==> src/rtl/rv32_muldiv_iter_if.sv <==
// Request/response bundle for the iterative RV32/RV64 M-extension unit.
//   master: drives the request (valid/op/operands/tag), flush and resp_ready
//   slave : the unit; returns req_ready, resp_valid/data/tag and busy
interface rv32_muldiv_iter_if #(
  parameter int unsigned XLEN  = 32,
  parameter int unsigned TAG_W = 5
);
  logic             req_valid_i;
  logic             req_ready_o;
  logic [2:0]       req_op_i;
  logic [XLEN-1:0]  req_a_i;
  logic [XLEN-1:0]  req_b_i;
  logic [TAG_W-1:0] req_tag_i;
  logic             flush_i;
  logic             resp_valid_o;
  logic             resp_ready_i;
  logic [XLEN-1:0]  resp_data_o;
  logic [TAG_W-1:0] resp_tag_o;
  logic             busy_o;

  modport master (
    output req_valid_i, req_op_i, req_a_i, req_b_i, req_tag_i, flush_i, resp_ready_i,
    input  req_ready_o, resp_valid_o, resp_data_o, resp_tag_o, busy_o
  );

  modport slave (
    input  req_valid_i, req_op_i, req_a_i, req_b_i, req_tag_i, flush_i, resp_ready_i,
    output req_ready_o, resp_valid_o, resp_data_o, resp_tag_o, busy_o
  );
endinterface

==> src/rtl/rv32_muldiv_iter.sv <==
// Iterative RISC-V M-extension multiply/divide unit.
// Shift-add multiply and restoring divide on operand magnitudes, retiring
// BITS_PER_CYCLE bits per CALC cycle, with sign fixup on the final edge.
// Divide-by-zero and signed overflow complete on the edge after accept.
//   clk_i   : clock, rising edge
//   rst_n_i : asynchronous active-low reset
//   bus     : request/response handshake (slave modport), see rv32_muldiv_iter_if
module rv32_muldiv_iter #(
  parameter int unsigned XLEN           = 32,
  parameter int unsigned BITS_PER_CYCLE = 1,
  parameter int unsigned TAG_W          = 5
) (
  input logic               clk_i,
  input logic               rst_n_i,
  rv32_muldiv_iter_if.slave bus
);
  localparam int unsigned ITER  = XLEN / BITS_PER_CYCLE;
  localparam int unsigned CNT_W = $clog2(ITER + 1);

  typedef enum logic [1:0] {IDLE, CALC, DONE} state_t;

  state_t           state;
  logic [CNT_W-1:0] cnt;
  logic [2:0]       op_q;
  logic [TAG_W-1:0] tag_q;
  logic [XLEN-1:0]  acc;        // product high half / partial remainder
  logic [XLEN-1:0]  lo;         // multiplier->product low half / dividend->quotient
  logic [XLEN-1:0]  mag_b;      // multiplicand / divisor magnitude
  logic             neg_q;      // product or quotient negative
  logic             rem_neg_q;  // remainder negative (sign of dividend)
  logic [XLEN-1:0]  resp_data;
  logic [TAG_W-1:0] resp_tag;

  logic            ready, accept;
  logic [2:0]      op_in;
  logic            a_signed, b_signed, a_neg, b_neg, div_zero, div_ovf;
  logic [XLEN-1:0] mag_a_in, mag_b_in, special;

  assign ready  = !bus.flush_i && (state == IDLE || (state == DONE && bus.resp_ready_i));
  assign accept = bus.req_valid_i && ready;

  assign bus.req_ready_o  = ready;
  assign bus.resp_valid_o = (state == DONE);
  assign bus.busy_o       = (state != IDLE);
  assign bus.resp_data_o  = resp_data;
  assign bus.resp_tag_o   = resp_tag;

  always_comb begin
    op_in    = bus.req_op_i;
    a_signed = (op_in == 3'd1) || (op_in == 3'd2) || (op_in == 3'd4) || (op_in == 3'd6);
    b_signed = (op_in == 3'd1) || (op_in == 3'd4) || (op_in == 3'd6);
    a_neg    = a_signed && bus.req_a_i[XLEN-1];
    b_neg    = b_signed && bus.req_b_i[XLEN-1];
    mag_a_in = a_neg ? -bus.req_a_i : bus.req_a_i;
    mag_b_in = b_neg ? -bus.req_b_i : bus.req_b_i;
    div_zero = op_in[2] && (bus.req_b_i == '0);
    div_ovf  = op_in[2] && !op_in[0] &&
               (bus.req_a_i == {1'b1, {(XLEN-1){1'b0}}}) && (bus.req_b_i == '1);
    if (div_zero) special = op_in[1] ? bus.req_a_i : '1;
    else          special = op_in[1] ? '0 : bus.req_a_i;
  end

  logic [XLEN-1:0]   nxt_acc, nxt_lo, quo, rem, result;
  logic [XLEN:0]     trial, sum;
  logic [2*XLEN-1:0] prod;

  always_comb begin
    nxt_acc = acc;
    nxt_lo  = lo;
    trial   = '0;
    sum     = '0;
    for (int unsigned i = 0; i < BITS_PER_CYCLE; i++) begin
      if (op_q[2]) begin
        // Restoring step: shift next dividend bit into the remainder.
        trial  = {nxt_acc, nxt_lo[XLEN-1]};
        nxt_lo = {nxt_lo[XLEN-2:0], 1'b0};
        if (trial >= {1'b0, mag_b}) begin
          trial     = trial - {1'b0, mag_b};
          nxt_lo[0] = 1'b1;
        end
        nxt_acc = trial[XLEN-1:0];
      end else begin
        // Shift-add step: {acc, lo} shifts right, carry enters acc MSB.
        sum     = {1'b0, nxt_acc} + (nxt_lo[0] ? {1'b0, mag_b} : '0);
        nxt_lo  = {sum[0], nxt_lo[XLEN-1:1]};
        nxt_acc = sum[XLEN:1];
      end
    end
    prod = {nxt_acc, nxt_lo};
    if (neg_q) prod = -prod;
    quo = neg_q ? -nxt_lo : nxt_lo;
    rem = rem_neg_q ? -nxt_acc : nxt_acc;
    case (op_q)
      3'd0:                result = prod[XLEN-1:0];
      3'd1, 3'd2, 3'd3:    result = prod[2*XLEN-1:XLEN];
      3'd4, 3'd5:          result = quo;
      default:             result = rem;
    endcase
  end

  always_ff @(posedge clk_i or negedge rst_n_i) begin
    if (!rst_n_i) begin
      state     <= IDLE;
      cnt       <= '0;
      op_q      <= '0;
      tag_q     <= '0;
      acc       <= '0;
      lo        <= '0;
      mag_b     <= '0;
      neg_q     <= 1'b0;
      rem_neg_q <= 1'b0;
      resp_data <= '0;
      resp_tag  <= '0;
    end else if (bus.flush_i) begin
      state <= IDLE;
      cnt   <= '0;
    end else if (accept) begin
      op_q      <= op_in;
      tag_q     <= bus.req_tag_i;
      acc       <= '0;
      lo        <= mag_a_in;
      mag_b     <= mag_b_in;
      neg_q     <= a_neg ^ b_neg;
      rem_neg_q <= a_neg;
      if (div_zero || div_ovf) begin
        state     <= DONE;
        cnt       <= '0;
        resp_data <= special;
        resp_tag  <= bus.req_tag_i;
      end else begin
        state <= CALC;
        cnt   <= CNT_W'(ITER);
      end
    end else begin
      case (state)
        CALC: begin
          acc <= nxt_acc;
          lo  <= nxt_lo;
          cnt <= cnt - CNT_W'(1);
          if (cnt == CNT_W'(1)) begin
            state     <= DONE;
            resp_data <= result;
            resp_tag  <= tag_q;
          end
        end
        DONE:    if (bus.resp_ready_i) state <= IDLE;
        default: ;
      endcase
    end
  end
endmodule

==> src/flat_wrapper.sv <==
// flat-port wrapper written by rule: the top's interface ports become plain ports
module rv32_muldiv_iter_flat 
#(
  parameter int unsigned XLEN           = 32,
  parameter int unsigned BITS_PER_CYCLE = 1,
  parameter int unsigned TAG_W          = 5
)
  (clk_i, rst_n_i, bus_req_valid_i, bus_req_op_i, bus_req_a_i, bus_req_b_i, bus_req_tag_i, bus_flush_i, bus_resp_ready_i, bus_req_ready_o, bus_resp_valid_o, bus_resp_data_o, bus_resp_tag_o, bus_busy_o);
  rv32_muldiv_iter_if #(.XLEN(XLEN), .TAG_W(TAG_W)) bus_i ();
  input logic clk_i;
  input logic rst_n_i;
  input wire logic [$bits(bus_i.req_valid_i)-1:0] bus_req_valid_i;
  input wire logic [$bits(bus_i.req_op_i)-1:0] bus_req_op_i;
  input wire logic [$bits(bus_i.req_a_i)-1:0] bus_req_a_i;
  input wire logic [$bits(bus_i.req_b_i)-1:0] bus_req_b_i;
  input wire logic [$bits(bus_i.req_tag_i)-1:0] bus_req_tag_i;
  input wire logic [$bits(bus_i.flush_i)-1:0] bus_flush_i;
  input wire logic [$bits(bus_i.resp_ready_i)-1:0] bus_resp_ready_i;
  output wire logic [$bits(bus_i.req_ready_o)-1:0] bus_req_ready_o;
  output wire logic [$bits(bus_i.resp_valid_o)-1:0] bus_resp_valid_o;
  output wire logic [$bits(bus_i.resp_data_o)-1:0] bus_resp_data_o;
  output wire logic [$bits(bus_i.resp_tag_o)-1:0] bus_resp_tag_o;
  output wire logic [$bits(bus_i.busy_o)-1:0] bus_busy_o;
  assign bus_i.req_valid_i = bus_req_valid_i;
  assign bus_i.req_op_i = bus_req_op_i;
  assign bus_i.req_a_i = bus_req_a_i;
  assign bus_i.req_b_i = bus_req_b_i;
  assign bus_i.req_tag_i = bus_req_tag_i;
  assign bus_i.flush_i = bus_flush_i;
  assign bus_i.resp_ready_i = bus_resp_ready_i;
  assign bus_req_ready_o = bus_i.req_ready_o;
  assign bus_resp_valid_o = bus_i.resp_valid_o;
  assign bus_resp_data_o = bus_i.resp_data_o;
  assign bus_resp_tag_o = bus_i.resp_tag_o;
  assign bus_busy_o = bus_i.busy_o;
  rv32_muldiv_iter #(.XLEN(XLEN), .BITS_PER_CYCLE(BITS_PER_CYCLE), .TAG_W(TAG_W)) u_core (.clk_i(clk_i), .rst_n_i(rst_n_i), .bus(bus_i));
endmodule
==> config.mk <==
export PLATFORM = sky130hd
export DESIGN_NAME = rv32_muldiv_iter_flat
export DESIGN_NICKNAME = d
export VERILOG_FILES = /design/src/rtl/rv32_muldiv_iter_if.sv /design/src/rtl/rv32_muldiv_iter.sv /design/src/flat_wrapper.sv
export SDC_FILE = /design/constraint.sdc
export NUM_CORES = 1
export LEC_CHECK = 0
export BUFFER_PORTS_ARGS = -buffer_cell sky130_fd_sc_hd__buf_4
export CELL_PAD_IN_SITES_DETAIL_PLACEMENT = 1
export CELL_PAD_IN_SITES_GLOBAL_PLACEMENT = 1
export CORE_MARGIN = 10
export CORE_UTILIZATION = 42
export CTS_CLUSTER_DIAMETER = 120
export DETAILED_ROUTE_END_ITERATION = 7
export PLACE_DENSITY_LB_ADDON = 0.1
export SYNTH_ARGS = -nofsm -noshare
export SYNTH_HDL_FRONTEND = slang
export SYNTH_SLANG_ARGS = --single-unit
==> constraint.sdc <==
create_clock -name clk_i -period 5 [get_ports clk_i]
set_input_delay 0.75 -clock clk_i [delete_from_list [all_inputs] [get_ports clk_i]]
set_output_delay 0.75 -clock clk_i [all_outputs]
set_load 0.005 [all_outputs]
# --- After elaboration in Yosys (flattened, before gate mapping) ---
# Cells that the tools add are included.
classes:
  bitwise_logic: 2
  reduce_logical: 32
  n_eq_ne: 17
  n_lt_le_gt_ge: 1
  mux: 36
  addsub: 8
ops:
  columns: ["cell", "count"]
  rows:
  - ["$mux W32", 19]
  - ["$neg A32 Y32", 4]
  - ["$pmux W32 S3", 1]
  - ["$eq A32 B32 Y1 const B", 2]
  - ["$mux W64", 1]
  - ["$neg A64 Y64", 1]
  - ["$add A32 B32 Y33", 1]
  - ["$ge A33 B32 Y1", 1]
  - ["$logic_not A32 Y1", 1]
  - ["$sub A32 B32 Y32", 1]
  - ["$mux W6", 4]
  - ["$mux W5", 4]
  - ["$eq A3 B3 Y1 const B", 4]
  - ["$mux W2", 5]
  - ["$eq A3 B2 Y1 const B", 3]
  - ["$logic_and A1 B1 Y1", 9]
  - ["$logic_or A1 B1 Y1", 7]
  - ["$eq A3 B1 Y1 const B", 2]
  - ["$eq A6 B1 Y1 const B", 1]
  - ["$reduce_bool A2 Y1", 3]
  - ["$sub A6 B1 Y6 const B", 1]
  - ["$ne A4 B2 Y1 const B", 1]
  - ["$ne A4 B3 Y1 const B", 1]
  - ["$pmux W2 S2", 1]
  - ["16 further kinds", 18]
totals:
  output_inout_bits: 40
  ff_bits: 151
  word_cells: 107
  input_bits: 77

# --- Logic depth before layout (Yosys ltp) ---
# Gate-level depths: netlist (run 1).
depth:
  word_depth: 9
  ltp_mapped: 23

# --- Worst setup path before layout (run 1) ---
# No wires, ideal clock.
synth_timing:
  path_type: "register -> register"
  start: "register u_core.op_q[2]"
  end: "register u_core.resp_data[24], in the netlist u_core.bus.resp_data_o[24]"
  arrival_ns: 4.629
  t_required_ns: 4.869
  path_stages_with_launch: 23
  setup_slack_ns: 0.240
  n_path_buf: 9
  path_cell_list: "dfrtp_1 -> buf_2 -> buf_2 -> buf_2 -> buf_2 -> buf_2 -> buf_2 -> buf_2 -> buf_1 -> buf_1 -> o21ai_0 -> ha_1 -> o21ai_0 -> or4_1 -> nor3_1 -> nand2_1 -> or3_1 -> a21oi_1 -> nand4_1 -> o41ai_2 -> xnor2_1 -> a221oi_2 -> o21ai_1"
synth_via:
  elab_chain_cells: 7
  elab_cells_between_ends: 20
  classes_between: "add/sub (3); eq/ne (5); mux (9); reduce/logical (3)"
synth_lines:
  columns: ["item", "line", "rtl"]
  rows:
  - ["from (decl)", "rv32_muldiv_iter.sv:24", "logic [2:0] op_q;"]
  - ["from (signal assigned)", "rv32_muldiv_iter.sv:118", "op_q <= op_in;"]
  - ["$mux W32", "rv32_muldiv_iter.sv:73", "if (op_q[2]) begin"]
  - ["$neg A64 Y64 (tied with other cells)", "rv32_muldiv_iter.sv:90", "if (neg_q) prod = -prod;"]
  - ["$mux W64 (tied with other cells)", "rv32_muldiv_iter.sv:90", null]
  - ["$pmux W32 S3 *", "rv32_muldiv_iter.sv:93", "case (op_q)"]
  - ["$mux W32 *", "rv32_muldiv_iter.sv:140", "if (cnt == CNT_W'(1)) begin"]
  - ["$mux W32 *", "rv32_muldiv_iter.sv:135", "case (state)"]
  - ["$mux W32 *", "rv32_muldiv_iter.sv:117", "end else if (accept) begin"]
  - ["to (signal assigned)", "rv32_muldiv_iter.sv:128", "resp_data <= special;"]
  - ["to (signal assigned)", "rv32_muldiv_iter.sv:142", "resp_data <= result;"]
  - ["to (decl)", "rv32_muldiv_iter.sv:31", "logic [XLEN-1:0] resp_data;"]
# Every way passes the cells marked *; elsewhere a longest branch is shown, timed or not. The select of a mux whose other input is x is not followed.
# A chain may end at the register's enable or synchronous reset.

# --- Worst setup path in the final report (run 1) ---
layout_timing:
  start: "register u_core.lo[0]"
  end: "register u_core.resp_data[28], in the netlist u_core.bus.resp_data_o[28]"
layout_via:
  elab_chain_cells: 9
  elab_cells_between_ends: 14
  classes_between: "add/sub (4); mux (10)"
layout_lines:
  columns: ["item", "line", "rtl"]
  rows:
  - ["from (decl)", "rv32_muldiv_iter.sv:27", "logic [XLEN-1:0] lo;"]
  - ["from (signal assigned)", "rv32_muldiv_iter.sv:121", "lo <= mag_a_in;"]
  - ["from (signal assigned)", "rv32_muldiv_iter.sv:138", "lo <= nxt_lo;"]
  - ["$mux W32", "rv32_muldiv_iter.sv:84", "sum = {1'b0, nxt_acc} + (nxt_lo[0] ? {1'b0, mag_b} : '0);"]
  - ["$add A32 B32 Y33", "rv32_muldiv_iter.sv:84", null]
  - ["$mux W32", "rv32_muldiv_iter.sv:73", null]
  - ["$neg A64 Y64 / $neg A32 Y32 (equally long branches)", "rv32_muldiv_iter.sv:90, rv32_muldiv_iter.sv:92", null]
  - ["$mux W64 / $mux W32 (equally long branches)", "rv32_muldiv_iter.sv:90, rv32_muldiv_iter.sv:92", null]
  - ["$pmux W32 S3 *", "rv32_muldiv_iter.sv:93", null]
  - ["$mux W32 *", "rv32_muldiv_iter.sv:140", null]
  - ["$mux W32 *", "rv32_muldiv_iter.sv:135", null]
  - ["$mux W32 *", "rv32_muldiv_iter.sv:117", null]
# Marked as above.

==> results of run 1 <==
-- flip-flops by register name, summed over array words and instances, names as in the netlist --
signal                  cells
u_core.state                2
u_core.lo                  32
u_core.op_q                 3
u_core.bus.resp_tag_o       5
u_core.mag_b               32
u_core.neg_q                1
u_core.acc                 32
u_core.tag_q                5
u_core.rem_neg_q            1
u_core.bus.resp_data_o     32
u_core.cnt                  6
-- routing by layer --
layer,wire (µm),global-route usage [%]
met4,2020,8.80
met2,34300,49.6
met5,13,0
met1,35600,46.4
met3,7000,6.85
-- final cells by class --
class                           instances  area (µm²)  share of cell area [%]
Antenna cell                            1        2.50                  0.0131
Clock buffer                           20         457                    2.39
Clock inverter                         12         140                   0.734
Inverter                               68         255                    1.34
Multi-Input combinational cell       1767       11600                    61.0
Sequential cell                       151        3780                    19.8
Tap cell                              511         639                    3.35
Timing Repair Buffer                  285        2180                    11.4
-- through the flow --
stage / setup WS [ns] / cell area [µm²] / total power, mW / setup TNS (ns) / hold slack [ns]
finish: 0.116 / 19100 / 14.9 / 0 / 0.389
global route: -0.0476 / 19100 / 15.7 / -0.109 / 0.449
CTS: 0.0322 / 18900 / 14.4 / 0 / 0.432
detailed placement: -0.00512 / 18300 / 13.0 / -0.00512 / 0.462
global placement: 0.0509 / 18300 / 12.7 / 0 / 0.450
floorplan: 0.240 / 16100 / 8.38 / 0 / 0.436
-- worst max-delay path, stage by stage, from the launching register on --
cell	delay, ns
dfrtp_1	0.43
buf_4	0.22
and2_1	0.17
ha_2	0.40
nand4_1	0.20
nor4_2	0.41
a22oi_1	0.17
buf_4	0.18
a211oi_1	0.30
buf_4	0.23
o21ai_0	0.12
a21oi_1	0.19
a211o_1	0.20
nand4b_1	0.28
buf_4	0.25
or4_1	0.53
o21ai_2	0.17
mux2i_1	0.21
o21ai_1	0.08
-- worst max path at each step --
stage                         start                          to  slack, ns  cells after the start
floorplan            u_core.op_q[2]  u_core.bus.resp_data_o[24]       0.24                     22
global placement     u_core.acc[21]  u_core.bus.resp_data_o[26]       0.05                     18
detailed placement   u_core.acc[19]  u_core.bus.resp_data_o[26]     -0.005                     17
CTS                  u_core.acc[19]  u_core.bus.resp_data_o[24]       0.03                     20
global route        u_core.mag_b[1]  u_core.bus.resp_data_o[26]      -0.05                     18
finish                 u_core.lo[0]  u_core.bus.resp_data_o[28]       0.12                     18
-- power by group through the flow --
stage | registers, mW | logic, mW | clock network [mW]
2_1_floorplan | 2.07 | 6.30 | 0
3_3_place_gp | 2.26 | 10.5 | 0
3_5_place_dp | 2.29 | 10.7 | 0
4_1_cts | 2.27 | 10.7 | 1.41
5_1_grt | 2.35 | 11.9 | 1.45
6_report | 2.31 | 11.2 | 1.39
-- layout by cell type, fill, tap and decap left out, types with 30 or more instances in the layout --
cell type,count
o21ai_0,214
xnor2_1,82
dfrtp_1,150
inv_1,68
nor3_1,50
nand2_1,249
nand3_1,67
and2_1,39
a22oi_1,30
buf_4,280
a21oi_1,154
nor2_1,144
xor2_1,70
ha_1,65
o211ai_1,30
o31ai_1,34
-- logic make-up after synthesis --
family,after synthesis,synth area share (%)
flops,151,23.5
fa+ha+maj,74,5.83
simple gates,749,23.2
buf+inv,196,5.09
compound gates,747,31.2
mux,45,2.95
xor+xnor,152,8.27
-- repair_timing --
action	CTS	global route
setup endpoints to repair	1	21
resized for setup	0	36
setup buffers	1	1
pin swaps	1	6
==> key figures, run 1 <==
Worst setup path
  – Critical R2R Capture: u_core.bus.resp_data_o[28]
  – Register-to-Register Path Depth: 18
  – Worst reg-to-reg setup slack: 0.12 ns
  – Data arrival time of the worst path: 5.24 ns
  – CP Capture Type: register
  – Critical Path RT: 5.35 ns
  – Worst Setup Start Kind: register
  – Setup Crit Path Kind: register to register
  – Worst flop-to-flop path startpoint: u_core.lo[0]
  – Critical Path Fanout Max: 15

Layout
  – Layout fillers: 4,731
  – Share of layout cells above drive strength 1: 19.1%
  – Core Util, Final: 50.6%
  – Nets@finish: 2,440
  – Synthesis-to-finish area growth: 18.7%
  – Final cell count without fillers: 2,815

Timing
  – F_max: 205 MHz
  – Clk_skew: 0.0116 ns
  – Relative slew slack: 27.6%
  – Setup-failing EPs final: 0
  – Fin. Hold Viols: 0
  – Fin crit period: 4.88 ns
  – Measured slew at the worst slew-check pin: 1.09 ns
  – Fin crit share: 97.7%
  – Final Max Slew Viols: 0

Routing
  – Initial DRC Count: 1,893
  – Via/cell ratio: 6.54
  – DR vias: 18,400
  – ANT nets after route: 0
  – Drt wl/cell: 28.0 µm
  – DR pass1 iterations: 5
  – DRC: 0
  – Final WL: 78,900 µm

Yosys
  – Ys flop type: dfrtp_1
  – Post-synthesis cell area: 0.0161 mm²
  – Post-Synthesis Cells: 2,114
  – Count leader, synth: nand2_1
  – Yosys cell types: 111
  – Post-synth top cells: nand2_1 (250), o21ai_0 (218), a21oi_1 (156)
  – Mapped Avg Cell Area: 7.61 µm²
  – Synthesized Nets: 2,264
  – Top post-synthesis cells by area: dfrtp_1 (23%), o21ai_0 (6.8%), nand2_1 (5.8%)
  – Post-synthesis sequential area ratio: 23.5%
  – #FFs+latches synth: 151
  – Yosys warnings: 0
  – Cell accounting for the most synthesized area: dfrtp_1
  – EDFF count, synth: 0
  – Synth top area share: 23.5%
  – Async set-or-reset flop fraction in the synthesized netlist: 100%

Clock network
  – Clock Sinks: 151
  – Clock tree from TritonCTS: yes
  – CTS Buf Count: 17
  – H-tree Lvls: 4
  – Cts hold-fix bufs: 0
  – Root buffer cell: clkbuf_16
  – Clk buf depth: 2
  – Worst skew pair latency: 0.47 ns
  – Worst-path clk slew: 0.07 ns

Flow run
  – Max-capacitance violation count: 0

Power and ir drop
  – Power per standard cell area: 780 mW/mm²
  – Pleak: 8.03 nW
  – Net Sw Power: 8.28 mW
  – Clk pwr share: 9.3%
  – Switching Share: 55.6%
  – Max IR drop VDD: 0.437 mV
  – P_int: 6.62 mW
  – Sequential power share: 15.5%
  – Comb power frac: 75.2%

Floorplanning
  – Die height: 216 µm
  – Core area: 0.0378 mm²
  – Full die area: 0.0465 mm²
  – Initial Util: 42.6%
  – Io pins: 117
  – Chip width: 216 µm
  – Num rows: 71

Global routing
  – Global route overflow: 0
  – Initial antenna violation count: 3
  – First-pass GRT wire length: 118,000 µm
  – Largest net degree at the start of global routing: 97
  – Vias in the first global route: 18,300
  – Total GRT Usage: 32.9%

Run status
  – Status: finished clean

Place
  – # port buffers: 116
  – Dpl hpwl: 62,300 µm
  – Placed Instances: 2,780
  – GPL Wtd Cong: 0.994

Min path
  – Min-Delay Path Class: input pin to async pin
Power figures use the tool's default switching activity.
==> run 2: changes to the inputs <==
--- a/config.mk
+++ b/config.mk
@@ -5,11 +5,12 @@
 export SDC_FILE = /design/constraint.sdc
 export NUM_CORES = 1
 export LEC_CHECK = 0
+export ABC_AREA = 1
 export BUFFER_PORTS_ARGS = -buffer_cell sky130_fd_sc_hd__buf_4
 export CELL_PAD_IN_SITES_DETAIL_PLACEMENT = 1
 export CELL_PAD_IN_SITES_GLOBAL_PLACEMENT = 1
 export CORE_MARGIN = 10
-export CORE_UTILIZATION = 42
+export CORE_UTILIZATION = 40
 export CTS_CLUSTER_DIAMETER = 120
 export DETAILED_ROUTE_END_ITERATION = 7
 export PLACE_DENSITY_LB_ADDON = 0.1
==> run 2 against run 1 <==
  * Worst hold slack worse by 0.15 ns
  * Largest cell class unchanged
  * Critical endpoint is now u_core.bus.resp_data_o[20]
  * Utilization shrank 5.3 points
  * Highest routed layer unchanged
  * Clock skew increased by 0.0048 ns
  * Worst setup slack worse by 0.031 ns
==> key figures, run 2 <==
Floorplanning
  – Num rows: 77 (+8.5%)
  – Full die area: 0.0531 mm² (+14%)
  – Core area: 0.0440 mm² (+17%)
  – Die height: 230 µm (+6.8%)
  – Chip width: 230 µm (+6.8%)
  – Io pins: 117 (unchanged)
  – Initial Util: 40.2% (-2.4 points)

Clock network
  – Clk buf depth: 2 (unchanged)
  – Worst-path clk slew: 0.07 ns (about the same)
  – Clock Sinks: 151 (unchanged)
  – H-tree Lvls: 4 (unchanged)
  – Worst skew pair latency: 0.50 ns (+0.03 ns)
  – Cts hold-fix bufs: 0 (unchanged)
  – Root buffer cell: clkbuf_16
  – Setup bufs post-CTS: 0 (-1)
  – Clock tree from TritonCTS: yes
  – CTS Buf Count: 17 (unchanged)

Global routing
  – First-pass GRT wire length: 136,000 µm (+16%)
  – Largest net degree at the start of global routing: 92 (-5.2%)
  – Initial antenna violation count: 4 (+1)
  – Vias in the first global route: 21,600 (+18%)
  – Total GRT Usage: 33.9% (+1.0 points)
  – Global route overflow: 0 (unchanged)

Layout
  – Share of layout cells above drive strength 1: 11.1% (-7.9 points)
  – Synthesis-to-finish area growth: 12.5%
  – Nets@finish: 3,239 (+33%)
  – Leading cell types in the layout, fill and taps excluded: nand2_1 (851), inv_1 (436), nor2_1 (293)
  – Most common cell after layout, fill and taps aside: nand2_1

Yosys
  – Post-synthesis cell area: 0.0177 mm² (+10%)
  – Post-Synthesis Cells: 3,007 (+42%)
  – #FFs+latches synth: 151 (unchanged)
  – Mapped Avg Cell Area: 5.89 µm² (-23%)
  – Synthesized Nets: 3,157 (+39%)
  – Count leader, synth: nand2_1
  – Async set-or-reset flop fraction in the synthesized netlist: 100% (unchanged)
  – Post-synthesis sequential area ratio: 21.3% (-2.1 points)
  – Yosys cell types: 58 (-48%)
  – EDFF count, synth: 0 (unchanged)
  – Post-synth top cells: nand2_1 (854), inv_1 (437), nor2_1 (295)
  – Yosys warnings: 0 (unchanged)
  – Ys flop type: dfrtp_1
  – Synth top area share: 21.3% (-2.1 points)
  – Top post-synthesis cells by area: dfrtp_1 (21%), nand2_1 (18%), inv_1 (9.3%)
  – Cell accounting for the most synthesized area: dfrtp_1

Timing
  – Setup-failing EPs final: 0 (unchanged)
  – Fin crit share: 98.3% (+0.61 points)
  – Final WS setup: 0.0855 ns (-0.0307 ns)
  – RSZ-0062 raised after global routing: false
  – Fin. Hold Viols: 0 (unchanged)
  – Measured slew at the worst slew-check pin: 1.10 ns (+0.00947 ns)
  – Relative slew slack: 26.2% (-1.4 points)
  – Fin crit period: 4.91 ns (+0.0307 ns)
  – F_max: 203 MHz (-0.63%)
  – Clk_skew: 0.0164 ns (+0.00479 ns)
  – Final Max Slew Viols: 0 (unchanged)
  – Setup_tns: 0 ns (unchanged)

Power and ir drop
  – Max IR drop VDD: 0.366 mV (-16%)
  – Pleak: 10.3 nW (+28%)
  – Power per standard cell area: 831 mW/mm² (+6.5%)

Routing
  – Final WL: 92,600 µm (+17%)
  – DRC: 0 (unchanged)
  – DR vias: 21,800 (+19%)
  – Drt wl/cell: 25.0 µm (-11%)
  – Initial DRC Count: 2,403 (+27%)
  – ANT nets after route: 0 (unchanged)
  – Via/cell ratio: 5.91 (-9.6%)
  – DR pass1 iterations: 5 (unchanged)

Worst setup path
  – Critical Path Fanout Max: 12 (-3)
  – Register-to-Register Path Depth: 23 (+5)
  – Critical Path RT: 5.41 ns (+0.06 ns)
  – Worst reg-to-reg setup slack: 0.09 ns (-0.03 ns)
  – Worst flop-to-flop path startpoint: u_core.lo[0]
  – Critical R2R Capture: u_core.bus.resp_data_o[20]
  – Setup Crit Path Kind: register to register
  – Data arrival time of the worst path: 5.32 ns (+0.08 ns)
  – Worst Setup Start Kind: register
  – CP Capture Type: register

Flow run
  – Max-capacitance violation count: 0 (unchanged)

Place
  – Dpl hpwl: 74,900 µm (+20%)
  – GPL Wtd Cong: 1.05 (+5.3%)
  – Dpl ws: 0.295 ns (+0.300 ns)
  – # port buffers: 116 (unchanged)

Run status
  – Status: finished clean

Min path
  – Min-Delay Path Class: input pin to async pin
run 2: changes by cell type after synthesis, moves of 25 or more:
cell and change:
a211oi_1 -25, a22oi_1 -30, and2_1 -39, inv_1 +369
mux2i_1 -25, nand2_1 +604, nand2_2 +39, nand3_1 +178
nor2_1 +150, o31ai_1 -32, xnor2_1 -59
run 2: worst max path at each step:
stage | startpoint | end | cells past startpoint
floorplan | u_core.acc[8] | u_core.bus.resp_data_o[18] | 26
global placement | u_core.lo[0] | u_core.bus.resp_data_o[20] | 23
detailed placement | u_core.lo[0] | u_core.bus.resp_data_o[20] | 23
CTS | u_core.lo[0] | u_core.bus.resp_data_o[20] | 23
global route | u_core.lo[0] | u_core.bus.resp_data_o[20] | 23
finish | u_core.lo[0] | u_core.bus.resp_data_o[20] | 23
run 2: cell families (layout without fill, tap and decap cells):
| group | after synthesis | after routing | synth area share (%) |
|---|---|---|---|
| AO/OA/AOI/OAI | 530 | 530 | 16.7 |
| XOR/XNOR | 92 | 92 | 4.55 |
| adder cells (fa/ha/maj) | 73 | 73 | 5.24 |
| buffers and inverters | 557 | 652 | 12.5 |
| flip-flops | 151 | 151 | 21.3 |
| other | 0 | 1 | 0 |
| AND/OR/NAND/NOR | 1604 | 1604 | 39.6 |
run 2: final cells by class:
| cell class | instances | area, µm² |
|---|---|---|
| timing repair buffer | 170 | 1320 |
| inverter | 450 | 1690 |
| multi-input combinational | 2299 | 11800 |
| clock buffer | 21 | 480 |
| sequential | 151 | 3780 |
| tap | 592 | 741 |
| clock inverter | 11 | 146 |
| antenna | 1 | 2.50 |
| fill | 6219 | 24100 |
run 2: where the power goes:
part	switching (mW)	total (mW)	internal, mW
clock	0.622	1.46	0.836
sequential	0.652	2.41	1.76
combinational	9.05	12.7	3.63
total	10.3	16.5	6.23
run 2: worst max-delay path, cell delays in order (launching register included):
cell     delay (ns)
dfrtp_2        0.54
buf_4          0.29
nand2_1        0.13
inv_1          0.15
ha_1           0.36
a21oi_1        0.31
o21ai_0        0.19
a21oi_1        0.31
nand3_1        0.15
nand2_1        0.09
inv_1          0.04
o21ai_0        0.37
nand2_2        0.21
nor2_1         0.23
nand2_1        0.14
nor2_2         0.29
nand2_1        0.10
nand2_1        0.10
nand3_1        0.10
nand2_1        0.10
nor2_1         0.04
nor2_1         0.20
nand2_1        0.19
a21oi_1        0.18
run 2: what timing repair did:
| item | 4_1_cts | 5_1_grt |
|---|---|---|
| gates resized for setup | 0 | 7 |
| endpoints found under the setup margin | 0 | 10 |
| hold endpoints to repair | 0 | 0 |
run 2: routing by layer:
| metal | track usage, % | share of wire (%) |
|---|---|---|
| met5 | 0 | 0.044 |
| met2 | 49.3 | 41 |
| met1 | 46.0 | 44 |
| met3 | 11.5 | 12 |
| met4 | 11.5 | 3.4 |
run 2: stage by stage:
stage / utilization, % / std cells / total power, mW / cell area [µm²] / hold slack [ns]
2_1_floorplan: - / 3007 / 9.80 / 17700 / 0.445
3_3_place_gp: 43.7 / 3662 / 14.2 / 19300 / 0.458
3_5_place_dp: 43.7 / 3662 / 14.5 / 19300 / 0.467
4_1_cts: 45.2 / 3694 / 16.0 / 19900 / 0.296
5_1_grt: 45.2 / 3694 / 17.5 / 19900 / 0.291
6_report: 45.2 / 3695 / 16.5 / 19900 / 0.240
